==> src/rtl/multicycle_vector_controller.sv <==
// Multicycle control FSM for the Filter-GPU datapath.
// Adds NZCV flags, conditional execution and a vector-lane loop.
module multicycle_vector_controller #(
  parameter int LANES     = 4,
  parameter int LANE_W    = 2,
  parameter int ALUCTRL_W = 4
) (
  input  logic                 clk,
  input  logic                 rst_n,
  input  logic [3:0]           Cond,
  input  logic [1:0]           Op,
  input  logic [5:0]           Funct,
  input  logic [3:0]           Rd,
  input  logic [3:0]           ALUFlags,
  output logic                 PCWrite,
  output logic                 IRWrite,
  output logic                 RegWrite,
  output logic                 MemWrite,
  output logic                 AdrSrc,
  output logic                 ALUSrcA,
  output logic [1:0]           ALUSrcB,
  output logic [1:0]           ResultSrc,
  output logic [1:0]           ImmSrc,
  output logic [1:0]           RegSrc,
  output logic [ALUCTRL_W-1:0] ALUControl,
  output logic [LANE_W-1:0]    LaneIdx,
  output logic                 Busy
);

  typedef enum logic [3:0] {
    FETCH, DECODE, MEMADR, MEMRD, MEMWB, MEMWR,
    EXECR, EXECI, ALUWB, BRANCH, VEXEC
  } state_t;

  localparam logic [ALUCTRL_W-1:0] ALU_ADD = ALUCTRL_W'(0);
  localparam logic [ALUCTRL_W-1:0] ALU_SUB = ALUCTRL_W'(1);
  localparam logic [ALUCTRL_W-1:0] ALU_AND = ALUCTRL_W'(2);
  localparam logic [ALUCTRL_W-1:0] ALU_ORR = ALUCTRL_W'(3);
  localparam logic [LANE_W-1:0]    LAST    = LANE_W'(LANES-1);

  state_t              state_q, state_d;
  logic [3:0]          flags_q, flags_d;
  logic                condex_q, condex_d;
  logic [LANE_W-1:0]   lane_q, lane_d;

  logic                cond_ex;
  logic [ALUCTRL_W-1:0] alu_op;
  logic                no_write, logical, is_cmp;
  logic                flag_we;
  logic [3:0]          flags_nxt;
  logic                pc_we, ir_we, reg_we, mem_we;
  logic                unused_rd;

  assign unused_rd = ^Rd;

  always_comb begin
    cond_ex = 1'b0;
    unique case (Cond)
      4'h0: cond_ex = flags_q[2];
      4'h1: cond_ex = ~flags_q[2];
      4'h2: cond_ex = flags_q[1];
      4'h3: cond_ex = ~flags_q[1];
      4'h4: cond_ex = flags_q[3];
      4'h5: cond_ex = ~flags_q[3];
      4'h6: cond_ex = flags_q[0];
      4'h7: cond_ex = ~flags_q[0];
      4'h8: cond_ex = flags_q[1] & ~flags_q[2];
      4'h9: cond_ex = ~flags_q[1] | flags_q[2];
      4'ha: cond_ex = flags_q[3] == flags_q[0];
      4'hb: cond_ex = flags_q[3] != flags_q[0];
      4'hc: cond_ex = ~flags_q[2] &
                      (flags_q[3] == flags_q[0]);
      4'hd: cond_ex = flags_q[2] |
                      (flags_q[3] != flags_q[0]);
      4'he: cond_ex = 1'b1;
      default: cond_ex = 1'b0;
    endcase
  end

  always_comb begin
    alu_op   = ALU_ADD;
    no_write = 1'b0;
    logical  = 1'b0;
    is_cmp   = 1'b0;
    unique case (Funct[4:1])
      4'b0100: alu_op = ALU_ADD;
      4'b0010: alu_op = ALU_SUB;
      4'b0000: begin
        alu_op  = ALU_AND;
        logical = 1'b1;
      end
      4'b1100: begin
        alu_op  = ALU_ORR;
        logical = 1'b1;
      end
      4'b1010: begin
        alu_op   = ALU_SUB;
        no_write = 1'b1;
        is_cmp   = 1'b1;
      end
      default: no_write = 1'b1;
    endcase
  end

  // Logical ops leave carry and overflow untouched
  assign flag_we   = condex_q & (Funct[0] | is_cmp);
  assign flags_nxt = logical ?
                     {ALUFlags[3:2], flags_q[1:0]} :
                     ALUFlags;

  always_comb begin
    state_d    = state_q;
    flags_d    = flags_q;
    condex_d   = condex_q;
    lane_d     = lane_q;
    pc_we      = 1'b0;
    ir_we      = 1'b0;
    reg_we     = 1'b0;
    mem_we     = 1'b0;
    AdrSrc     = 1'b0;
    ALUSrcA    = 1'b1;
    ALUSrcB    = 2'b10;
    ResultSrc  = 2'b10;
    ALUControl = ALU_ADD;
    unique case (state_q)
      FETCH: begin
        ir_we   = 1'b1;
        pc_we   = 1'b1;
        state_d = DECODE;
      end
      DECODE: begin
        condex_d = cond_ex;
        lane_d   = '0;
        unique case (1'b1)
          Op == 2'b01: state_d = MEMADR;
          Op == 2'b10: state_d = BRANCH;
          Op == 2'b11: state_d = VEXEC;
          default:     state_d = Funct[5] ? EXECI : EXECR;
        endcase
      end
      MEMADR: begin
        ALUSrcA = 1'b0;
        ALUSrcB = 2'b01;
        state_d = Funct[0] ? MEMRD : MEMWR;
      end
      MEMRD: begin
        AdrSrc  = 1'b1;
        state_d = MEMWB;
      end
      MEMWB: begin
        ResultSrc = 2'b01;
        reg_we    = condex_q;
        state_d   = FETCH;
      end
      MEMWR: begin
        AdrSrc  = 1'b1;
        mem_we  = condex_q;
        state_d = FETCH;
      end
      EXECR, EXECI: begin
        ALUSrcA    = 1'b0;
        ALUSrcB    = (state_q == EXECI) ? 2'b01 : 2'b00;
        ALUControl = alu_op;
        if (flag_we) flags_d = flags_nxt;
        state_d    = ALUWB;
      end
      ALUWB: begin
        ResultSrc = 2'b00;
        reg_we    = condex_q & ~no_write;
        state_d   = FETCH;
      end
      BRANCH: begin
        ALUSrcA = 1'b0;
        ALUSrcB = 2'b01;
        pc_we   = condex_q;
        state_d = FETCH;
      end
      VEXEC: begin
        ALUSrcA    = 1'b0;
        ALUSrcB    = Funct[5] ? 2'b01 : 2'b00;
        ALUControl = alu_op;
        reg_we     = condex_q & ~no_write;
        if (lane_q == LAST) begin
          lane_d  = '0;
          state_d = FETCH;
          if (flag_we) flags_d = flags_nxt;
        end else begin
          lane_d = lane_q + LANE_W'(1);
        end
      end
      default: state_d = FETCH;
    endcase
  end

  always_ff @(posedge clk or negedge rst_n) begin
    if (!rst_n) begin
      state_q  <= FETCH;
      flags_q  <= 4'b0000;
      condex_q <= 1'b0;
      lane_q   <= '0;
    end else begin
      state_q  <= state_d;
      flags_q  <= flags_d;
      condex_q <= condex_d;
      lane_q   <= lane_d;
    end
  end

  // Write enables drop the instant reset asserts
  assign PCWrite  = pc_we & rst_n;
  assign IRWrite  = ir_we & rst_n;
  assign RegWrite = reg_we & rst_n;
  assign MemWrite = mem_we & rst_n;
  assign LaneIdx  = (state_q == VEXEC) ? lane_q : '0;
  assign Busy     = state_q != FETCH;
  assign ImmSrc   = (Op == 2'b11) ? 2'b00 : Op;
  assign RegSrc   = {Op == 2'b01, Op == 2'b10};

endmodule
==> config.mk <==
export PLATFORM = sky130hd
export DESIGN_NAME = multicycle_vector_controller
export DESIGN_NICKNAME = d
export VERILOG_FILES = /design/src/rtl/multicycle_vector_controller.sv
export SDC_FILE = /design/constraint.sdc
export NUM_CORES = 1
export LEC_CHECK = 0
export ABC_CLOCK_PERIOD_IN_PS = 2100
export CAP_MARGIN = 20
export CORE_MARGIN = 2
export CORE_UTILIZATION = 60
export CTS_BUF_LIST = sky130_fd_sc_hd__clkbuf_8
export CTS_CLUSTER_SIZE = 8
export DETAILED_ROUTE_END_ITERATION = 7
export DONT_BUFFER_PORTS = 1
export GPL_TIMING_DRIVEN = 1
export PLACE_DENSITY = 0.87
export SETUP_SLACK_MARGIN = 0.05
export SLEW_MARGIN = 20
export SYNTH_ARGS = -nofsm -noshare
export SYNTH_HDL_FRONTEND = slang
export SYNTH_SLANG_ARGS = --single-unit
==> constraint.sdc <==
create_clock -name clk -period 2.1 [get_ports clk]
set_input_delay 0.42 -clock clk [delete_from_list [all_inputs] [get_ports clk]]
set_output_delay 0.42 -clock clk [all_outputs]
set_load 0.01 [all_outputs]
==> out/metrics.cfg <==
[synthesis]
synth_top_area_share_pct=26.5
netlist_instances=130
synth_area_sq_um=1040
syn_avg_cell_area_sq_um=7.99
ys_seq_area_share_pct=26.5
synth_most_common_cell=nor2b_1
ys_seq_elements=11
yosys-top-cells-count=12 x nor2b_1, 11 x dfrtp_1, 11 x o21ai_0
ys_warn_count=0
synth.top_cells.by_area=dfrtp_1 27%, nor2b_1 7.2%, mux2_2 6.5%
post_synth_num_cell_types=43
synth_edf_count=0
synth_flop_cell=dfrtp_1
post-synth-top-area-cell=dfrtp_1
synth-async-reset-ratio_pct=100

[grt]
use_met3_pct=1.59
met1_usage_pct=34.7
grt_pass1_wl_microns=3860
grt_max_degree=15
top_usage_layer=met2
overflow=0
antenna_found_initial=0
grt_usage_pct=25.0
grt_util_met2_pct=41.7
grt_pass1_vias=878

[setup_path]
rrSetupSlack_ns=0.21
crit_arrival_ns=1.53
reg2reg_depth=5
timing.rr.end=flags_q[1]$_DFFE_PN0P_
crit_slowest_cell=dfrtp_1
path_class=flop to output port
critPathMaxStageDelay_ns=0.46
reg2reg_from=lane_q[1]$_DFFE_PN0P_
required_ns=1.68
path_max_fanout=8
startpoint_type=flop
path_cells=nor2b_1 > buf_4 > mux2i_1 > o22ai_1
end_kind=output port
endpoint=ALUSrcB[0]
crit_start=state_q[2]$_DFFE_PN0N_

[final_layout]
area_growth_pct=7.35
drive_above_1_share_pct=15.2
final_cells=149
nets=156
finish.utilization_pct=66.7
antennaDiodeCount=0

[detailed_routing]
vias=983
routed_wl_microns=2410
vias_per_cell=6.60
wl_per_cell_microns=16.2
drc=0
ant_nets=0
first_pass_iters=4
drt_iter0_drc=27

[flow_run]
cap_viol_max_count=0

[clock_tree]
ctsRootBufferMaster=clkbuf_8
post_cts_buffers=0
cts_tree=yes
cts_max_level=1
clk_pin_slew_ns=0.05
clock_latency_ns=0.23
cts_max_path_buffers=2
clkSinkCount=11
cts_buffers=3

[placed_design]
portBuffers=0
place_inst=144
place_hpwl_microns=1830
place.gp.congestion=0.928

[pwr]
p_leak_nw=0.467
pwr_density_cell_nw_per_um2=1260
ir_drop_mv=0.657

[sta]
finalHoldViolations=0
tns_ns=0
skew_ns=0.00401
setup_violations=0
post-route-period-util_pct=92.6
rsz0062_at_grt=yes
slew_headroom_pct=66.6
tightest_slew_ns=0.500
max_freq_ghz=0.514
slew_violations=0
min_period_ns=1.95

[worst_hold_path]
holdCritPathClass=primary input to flop

[run_status]
status=complete, no violations

[floorplanning]
start_util_pct=62.2
coreArea_sq_um=1670
io_pins=43
die_w_microns=45.6
dieArea_sq_um=2080
num_rows=15
die_y_microns=45.6

## layout by cell type (no fill, tap or decap), types with 3 or more instances in the layout
| cell type | netlist | layout |
|---|---|---|
| o21ai_0 | 11 | 11 |
| nor2_1 | 10 | 10 |
| nor2b_1 | 12 | 10 |
| dfrtp_1 | 11 | 10 |
| nand2_1 | 8 | 8 |
| inv_1 | 5 | 6 |
| mux2_2 | 6 | 6 |
| buf_4 | 3 | 6 |
| nor3_1 | 6 | 5 |
| a21oi_1 | 5 | 5 |
| and3_1 | 4 | 4 |
| nand2b_1 | 3 | 3 |
| o22ai_1 | 3 | 3 |
| clkbuf_8 | 0 | 3 |
## power by group
part	leakage [nW]	internal, mW	switching [mW]	total, mW
sequential	0.141	0.302	0.158	0.461
combinational	0.300	0.337	0.411	0.749
clock	0.0269	0.128	0.0718	0.199
## layout make-up
class | instances | area [sq um]
clock buffers | 3 | 41.3
clock inverters | 1 | 3.75
fillers | 150 | 556
inverters | 5 | 18.8
multi-input cells | 105 | 698
flip-flops and latches | 11 | 277
well taps | 17 | 21.3
repair buffers | 7 | 55.1
## how the worst min path moves through the flow
| stage | startpoint | end | slack, ns | depth (start not counted) |
|---|---|---|---|---|
| after floorplan | rst_n | condex_q$_DFFE_PN0P_ | 0.12 | 0 |
| after global placement | rst_n | flags_q[3]$_DFFE_PN0P_ | 0.12 | 0 |
| after detailed placement | rst_n | flags_q[0]$_DFFE_PN0P_ | 0.12 | 0 |
| after CTS | ALUFlags[3] | flags_q[3]$_DFFE_PN0P_ | 0.34 | 1 |
| after global routing | ALUFlags[2] | flags_q[2]$_DFFE_PN0P_ | 0.34 | 1 |
| final | ALUFlags[3] | flags_q[3]$_DFFE_PN0P_ | 0.34 | 1 |
## worst max-delay path: cells and delay by family, from the launching register on
kind | cells | cell delay [ns]
flops | 1 | 0.46
simple gates | 1 | 0.33
compound gates | 1 | 0.25
buf+inv | 1 | 0.18
mux | 1 | 0.07
## flip-flops by register name, indices dropped and copies added (netlist names)
name,flops
condex_q,1
flags_q,4
lane_q,2
state_q,4
## metal layers
metal	wire, microns	vias up
li1	-	476
met1	1010	475
met2	1270	32
met3	130	0
met4	0	0
met5	0	-
## cell families (layout without fill, tap and decap cells)
group                      count (synthesis)  count (layout)  share of synthesized area [%]
AOI/OAI and AO/OA                         32              32                           19.9
xor gates and xnor gates                   2               2                           1.69
adders and majority gates                  1               1                           1.20
buffers and inverters                     15              16                           7.59
DFF                                       11              11                           26.5
muxes                                      8               8                           8.43
other                                      1               2                          0.361
and+or+nand+nor                           60              60                           34.3
## timing repair
item / 4_1_cts / 5_1_grt
gates cloned: 0 / 0
setup endpoints to repair: 1 / 2
hold endpoints to repair: 11 / 0
gates resized for setup: 1 / 3
hold buffers: 1 / 0
## through the flow
| stage | total power [mW] | cell area, sq um | setup slack, ns | hold WS, ns |
|---|---|---|---|---|
| floorplan | 1.01 | 1040 | 0.463 | 0.124 |
| global placement | 1.14 | 1050 | 0.340 | 0.125 |
| detailed placement | 1.18 | 1050 | 0.229 | 0.125 |
| CTS | 1.40 | 1110 | 0.0995 | 0.336 |
| global route | 1.54 | 1110 | 0.0452 | 0.343 |
| finish | 1.41 | 1110 | 0.155 | 0.339 |
Power figures use the tool's default switching activity.
